File: config.mk
export PLATFORM = sky130hd
export DESIGN_NAME = regfile_read_arbiter
export DESIGN_NICKNAME = d
export VERILOG_FILES = /design/src/rtl/regfile_read_arbiter.sv
export SDC_FILE = /design/constraint.sdc
export NUM_CORES = 1
export LEC_CHECK = 0
export BUFFER_PORTS_ARGS = -buffer_cell sky130_fd_sc_hd__buf_2
export CAP_MARGIN = 15
export CELL_PAD_IN_SITES_DETAIL_PLACEMENT = 0
export CELL_PAD_IN_SITES_GLOBAL_PLACEMENT = 1
export CORE_MARGIN = 10
export CORE_UTILIZATION = 35
export DETAILED_ROUTE_END_ITERATION = 8
export HOLD_SLACK_MARGIN = 0.05
export PLACE_DENSITY = 0.95
export RECOVER_POWER = 100
export SETUP_SLACK_MARGIN = 0.4
export SYNTH_ARGS = -nofsm -noshare
export SYNTH_HDL_FRONTEND = slang
export SYNTH_SLANG_ARGS = --single-unit
File: constraint.sdc
create_clock -name clk -period 4.8 [get_ports clk]
set_clock_uncertainty 0.2 [all_clocks]
set_input_delay 0.24 -clock clk [delete_from_list [all_inputs] [get_ports clk]]
set_output_delay 0.24 -clock clk [all_outputs]
set_load 0.01 [all_outputs]
File: src/rtl/regfile_read_arbiter.sv
// Round-robin arbiter sharing the register-file read mux among NREQ requesters.
// Issue stage drives the mux select; the response stage captures data one cycle later.
module regfile_read_arbiter #(
   parameter int NREQ     = 4,
   parameter int WIDTH    = 64,
   parameter int NREG     = 32,
   parameter int ZERO_REG = 31,
   localparam int SW      = $clog2(NREG)
) (
   input  logic                 clk,
   input  logic                 reset_n,
   input  logic [NREQ-1:0]      req,
   input  logic [NREQ*SW-1:0]   addr,
   output logic [SW-1:0]        sel,
   input  logic [WIDTH-1:0]     mux_data,
   output logic [NREQ-1:0]      gnt,
   output logic [NREQ-1:0]      rsp_valid,
   output logic [WIDTH-1:0]     rsp_data,
   output logic                 busy
);

   localparam int IW = $clog2(NREQ);

   logic [SW-1:0]   addr_arr [NREQ];
   logic            iss_v_reg;
   logic [IW-1:0]   iss_id_reg;
   logic [IW-1:0]   ptr_reg;
   logic [SW-1:0]   sel_reg;
   logic [NREQ-1:0] gnt_reg;
   logic [NREQ-1:0] rsp_valid_reg;
   logic [WIDTH-1:0] rsp_data_reg;

   logic [NREQ-1:0] iss_mask;
   logic [NREQ-1:0] eligible;
   logic [IW-1:0]   win_next;
   logic [IW-1:0]   ptr_next;
   logic            found;
   logic [IW:0]     cand;

   genvar gi;
   generate
      for (gi = 0; gi < NREQ; gi++) begin : g_addr
         assign addr_arr[gi] = addr[gi*SW +: SW];
      end
   endgenerate

   // The requester issued last cycle is masked so a held req is not granted twice.
   assign iss_mask = iss_v_reg ? (NREQ'(1) << iss_id_reg) : '0;
   assign eligible = req & ~iss_mask;

   always_comb begin
      win_next = '0;
      found    = 1'b0;
      cand     = '0;
      for (int i = 0; i < NREQ; i++) begin
         cand = {1'b0, ptr_reg} + (IW+1)'(i);
         if (cand >= (IW+1)'(NREQ)) begin
            cand = cand - (IW+1)'(NREQ);
         end
         if (!found && eligible[cand[IW-1:0]]) begin
            found    = 1'b1;
            win_next = cand[IW-1:0];
         end
      end
   end

   assign ptr_next = (win_next == IW'(NREQ-1)) ? '0 : win_next + IW'(1);

   always_ff @(posedge clk or negedge reset_n) begin
      if (!reset_n) begin
         iss_v_reg     <= 1'b0;
         iss_id_reg    <= '0;
         ptr_reg       <= '0;
         sel_reg       <= '0;
         gnt_reg       <= '0;
         rsp_valid_reg <= '0;
         rsp_data_reg  <= '0;
      end else begin
         if (found) begin
            iss_v_reg  <= 1'b1;
            iss_id_reg <= win_next;
            sel_reg    <= addr_arr[win_next];
            gnt_reg    <= NREQ'(1) << win_next;
            ptr_reg    <= ptr_next;
         end else begin
            iss_v_reg  <= 1'b0;
            gnt_reg    <= '0;
         end
         rsp_valid_reg <= iss_mask;
         if (iss_v_reg) begin
            rsp_data_reg <= (sel_reg == SW'(ZERO_REG)) ? '0 : mux_data;
         end
      end
   end

   assign sel       = sel_reg;
   assign gnt       = gnt_reg;
   assign rsp_valid = rsp_valid_reg;
   assign rsp_data  = rsp_data_reg;
   assign busy      = iss_v_reg | (|rsp_valid_reg);

endmodule

==> out/metrics.cfg, run 1 <==
[status]
status=complete, but fails checks
violations=max-capacitance violations, max-slew violations

[die]
die_y_um=118
fp.dieW_um=118
core_mm2=0.00928
start_util_pct=36.1
fp.dieArea_mm2=0.0139
num_rows=35
io_pins=168

[setup_path]
arrival_ns=4.29
worstPathMaxFanout=36
required_ns=4.83
worstSetupPathType=reg -> reg
endpoint_kind=register
cp-start-kind=register

[cells_and_area]
diodes=0
synthToLayoutAreaGrowth_pct=54.4
drive_gt1_share_pct=18.0
largest_reg_flops=64
nets=686
fill_cells=895

[global_route]
grt_util_all_layers_pct=15.6
antenna_found_initial=0
grt_pass1_vias=3486
grtUsageMet1_pct=18.3
grt_pass1_wl_um=18100
grt_max_degree=83
met2_usage_pct=26.4
grt_busiest_layer=met2
overflow=0
met3_usage_pct=5.42

[sta]
hold_violations=0
fmaxAchievable_mhz=235
post-route-period-util_pct=88.7
final-max-slew-violation-count=83
rsz0062_at_grt=no
whs_ns=0.0718
setup_viol=0
setup_tns_ns=0
relSlewSlack_pct=-33.5
final.min_clock_period_ns=4.26
tightestPinTransition_ns=2.00

[clocking]
path_clk_slew_ns=0.08
clk_latency_ns=0.34
cts.sinks=82
cts_tree=done
clockBufferDepth=2
root_buffer=clkbuf_8
cts_max_level=3
cts_buffers=9

[drt]
dr.pass1.iters=4
drt-total-wl_um=10900
wire_per_inst_um=14.9
vias=3238
vias_per_cell=4.44
drc=0
antenna_left=0
drt_iter0_markers=163

[place]
io_buffers=167
hpwl_um=7340
gp_congestion=0.730

[logic_synthesis]
synth_seq_cells=82
ys_seq_area_share_pct=61.3
synth_top_area_share_pct=61.3
syn_inst=356
synth_nets=446
synth_top_area_cell=dfrtp_1
syn_area_mm2=0.00335
async_reset_ff_share_pct=100
synth.avg_cell_area_um2=9.41
synthTopCellsByArea=dfrtp_1, o21ai_0, nand2_1, inv_1, mux2i_1
synth_edf_count=0
yosys_most_used_dff=dfrtp_1
ys_warn_count=0
synth.distinct_cells=28

[pwr]
p_leak_nw=2.68
ir_drop_mv=0.257
p_per_area_mw_per_mm2=495

[job]
cap_violations=1

[hold_path]
hold_class=in -> reg

## final cells by class
class                      count  area [µm²]  share of cell area [%]
sequential                    82        2050                    39.7
timing repair buffer         247        1530                    29.6
multi-input combinational    188         953                    18.4
inverter                      68         255                    4.93
tap                          129         161                    3.12
clock buffer                  10         128                    2.47
clock inverter                 6        91.3                    1.77
## layer usage
metal | part of all wire (%) | vias to the layer above
met3 | 6.4 | 16
met4 | 1.5 | 0
met5 | 0 | -
met1 | 43 | 1498
li1 | - | 1599
met2 | 50 | 125
## logic make-up after synthesis
family | synth area share, %
compound gates | 14.0
buf+inv | 10.1
flops | 61.3
mux | 2.99
simple gates | 11.7
## placed cells by master (no fill, tap or decap), drive strengths merged, types with 4 or more instances in the layout
cell | synthesis | final
buf | 6 | 89
clkinv | 0 | 4
o221ai | 5 | 5
dfrtp | 82 | 82
mux2i | 10 | 10
nor2 | 4 | 4
dlygate4sd3 | 0 | 78
inv | 68 | 68
o21ai | 67 | 67
clkbuf | 12 | 90
nand2 | 78 | 78
## per-stage QoR
stage / cells / utilization (%) / worst slack (ns) / power (mW) / cell area, µm²
CTS: 729 / 56.8 / 0.642 / 2.65 / 5280
global route: 730 / 55.7 / 0.230 / 2.77 / 5170
detailed placement: 635 / 46.1 / 1.61 / 1.99 / 4280
global placement: 635 / 46.1 / 1.74 / 1.95 / 4280
floorplan: 356 / - / 2.64 / 1.61 / 3350
finish: 730 / 55.7 / 0.540 / 2.56 / 5170
## report_power, final
part,internal (mW),switching [mW]
Clock,0.295,0.248
Sequential,0.913,0.172
Combinational,0.385,0.546
## critical path, cell delays in order, from the launching register on
cell and delay, ns:
dfrtp_2 0.72, buf_4 0.41, nand2_1 0.12, o21ai_0 0.51
o22ai_1 0.15, a211o_2 0.52, mux2i_1 0.22, dlygate4sd3_1 0.58
o221ai_1 0.11, dlygate4sd3_1 0.60
## synthesized netlist by cell type (2+ instances only)
cell	count
inv_1	68
nand3_1	2
o221ai_1	5
dfrtp_1	82
a21oi_1	2
nor2b_1	3
o22ai_1	2
o21ai_0	66
o21a_1	2
mux2i_1	10
clkbuf_1	12
nor3_1	2
a211o_1	2
buf_6	2
nand2_1	77
buf_1	4
nor2_1	4
## what timing repair did
item / CTS / global route
hold endpoints to repair: 151 / 0
buffers inserted: 0 / 0
resized for setup: 0 / 1
hold buffers: 78 / 0
setup endpoints to repair: 0 / 4
## worst paths after layout
| check | start | to | slack, ns | cells past startpoint |
|---|---|---|---|---|
| setup / recovery | iss_v_reg | sel[4] | 0.54 | 9 |
| hold / removal | addr[12] | sel[2] | 0.07 | 3 |
| setup reg to reg | iss_v_reg | sel[4] | 0.54 | 9 |
| hold reg to reg | rsp_data[11] | rsp_data[11] | 0.32 | 2 |
| max in group asynchronous | reset_n | iss_v_reg | 2.26 | 2 |
| min in group asynchronous | reset_n | rsp_data[59] | 0.82 | 2 |
Note: power is estimated with default switching activity, not from simulation.
==> run 2: changes to the inputs <==
--- a/config.mk
+++ b/config.mk
@@ -15,6 +15,7 @@
 export HOLD_SLACK_MARGIN = 0.05
 export PLACE_DENSITY = 0.95
 export RECOVER_POWER = 100
+export REMOVE_ABC_BUFFERS = 1
 export SETUP_SLACK_MARGIN = 0.4
 export SYNTH_ARGS = -nofsm -noshare
 export SYNTH_HDL_FRONTEND = slang
==> out/metrics.cfg, run 2 (same netlist as run 1, synthesis figures left out) <==
[setup_path]
arrival_ns=3.63
cp-start-kind=register
reg2reg_depth=5
r2r_setup_slack_ns=1.21
endpoint_kind=register
worstPathMaxFanout=66
r2r_end=rsp_data[63]
r2r-start=iss_v_reg
required_ns=4.84
worstSetupPathType=reg -> reg

[sta]
setup_tns_ns=0
fmaxAchievable_mhz=278
relSlewSlack_pct=-33.7
final-max-slew-violation-count=76
final.min_clock_period_ns=3.59
hold_violations=0
rsz0062_at_grt=no
tightestPinTransition_ns=2.01
post-route-period-util_pct=74.9
whs_ns=0.0963
setup_viol=0

[status]
violations=max-capacitance violations, max-slew violations
status=complete, but fails checks

[global_route]
grt_util_all_layers_pct=15.3
grt_pass1_wl_um=17500
grt_max_degree=67
grt_pass1_vias=3386
antenna_found_initial=1
overflow=0

[die]
fp.dieArea_mm2=0.0139
start_util_pct=36.1
fp.dieW_um=118
die_y_um=118
io_pins=168
core_mm2=0.00928
num_rows=35

[clocking]
cts_buffers=9
ctsResizeCount=0
cts_max_level=3
path_clk_slew_ns=0.08
root_buffer=clkbuf_8
cts_tree=done
clk_latency_ns=0.34
clockBufferDepth=2
cts_setup_buffers=0
cts.sinks=82

[drt]
drt-total-wl_um=10900
drt_iter0_markers=176
dr.pass1.iters=4
antenna_left=0
wire_per_inst_um=14.9
drc=0
vias_per_cell=4.43
vias=3239

[pwr]
ir_drop_mv=0.313
power_switching_mw=0.973
pwr-share-clk_pct=21.0
p_int_mw=1.59
swShare_pct=38.0
p_seq_share_pct=41.5
p_per_area_mw_per_mm2=495
p_leak_nw=2.68
pwr-share-comb_pct=37.6

[cells_and_area]
drive_gt1_share_pct=17.8
final_cell_mix=buf_2, dfrtp_1, clkbuf_1, nand2_1, dlygate4sd3_1
final_cells=731
fill_cells=875
largest_reg_flops=64
nets=686
synthToLayoutAreaGrowth_pct=54.3
final_common_cell=buf_2

[hold_path]
whs_path_depth=3
hold_end=sel[4]
hold_class=in -> reg
worstHoldStart=addr[4]

[place]
io_buffers=167
gp_congestion=0.756
dp.cells=636
hpwl_um=7210

[job]
cap_violations=2

run 2: worst max-delay path by stage:
stage | slack, ns | start | endpoint
global placement | 2.34 | iss_v_reg | rsp_data[27]
floorplan | 1.74 | iss_v_reg | ptr_reg[1]
global route | 0.91 | iss_v_reg | rsp_data[59]
finish | 1.21 | iss_v_reg | rsp_data[63]
detailed placement | 2.23 | iss_v_reg | rsp_data[63]
CTS | 1.30 | iss_id_reg[0] | sel[1]
run 2: timing repair:
action | 4_1_cts | 5_1_grt
endpoints found under the setup margin | 0 | 0
hold buffers | 77 | 0
hold endpoints to repair | 105 | 0
run 2: cell type report:
| type | instances | area (µm²) | share of cell area [%] |
|---|---|---|---|
| inverters | 68 | 255 | 4.94 |
| clock inverters | 4 | 56.3 | 1.09 |
| flip-flops and latches | 82 | 2050 | 39.7 |
| multi-input cells | 188 | 950 | 18.4 |
| repair buffers | 247 | 1520 | 29.5 |
| diodes | 1 | 2.50 | 0.0484 |
| clock buffers | 12 | 165 | 3.20 |
| well taps | 129 | 161 | 3.12 |
run 2: power by group through the flow:
stage          clock network [mW]  logic [mW]  registers, mW
6_report                    0.536       0.961           1.06
4_1_cts                     0.559        1.03           1.05
3_3_place_gp                    0       0.899           1.05
5_1_grt                     0.593        1.07           1.09
3_5_place_dp                    0       0.932           1.06
2_1_floorplan                   0       0.393           1.17
run 2: layer usage:
| layer | share of wire, % | vias up | global-route usage [%] |
|---|---|---|---|
| met4 | 1.1 | 0 | 3.48 |
| met3 | 6.2 | 10 | 5.66 |
| met2 | 51 | 111 | 26.5 |
| met5 | 0 | - | 0 |
| li1 | - | 1599 | - |
| met1 | 42 | 1519 | 17.4 |
run 2: worst max-delay path: stages, from the launching register on:
cell and delay, ns:
dfrtp_2 0.40, buf_4 0.48, o21a_1 0.86, clkbuf_1 1.19
nand2_1 0.15, o21ai_0 0.15
run 2: per-stage QoR:
stage | area, µm² | power [mW] | util [%] | setup WS (ns)
CTS | 5280 | 2.64 | 56.8 | 1.30
finish | 5170 | 2.56 | 55.7 | 1.21
detailed placement | 4280 | 1.99 | 46.1 | 2.23
floorplan | 3270 | 1.56 | - | 1.74
global placement | 4280 | 1.95 | 46.1 | 2.34
global route | 5170 | 2.75 | 55.7 | 0.911
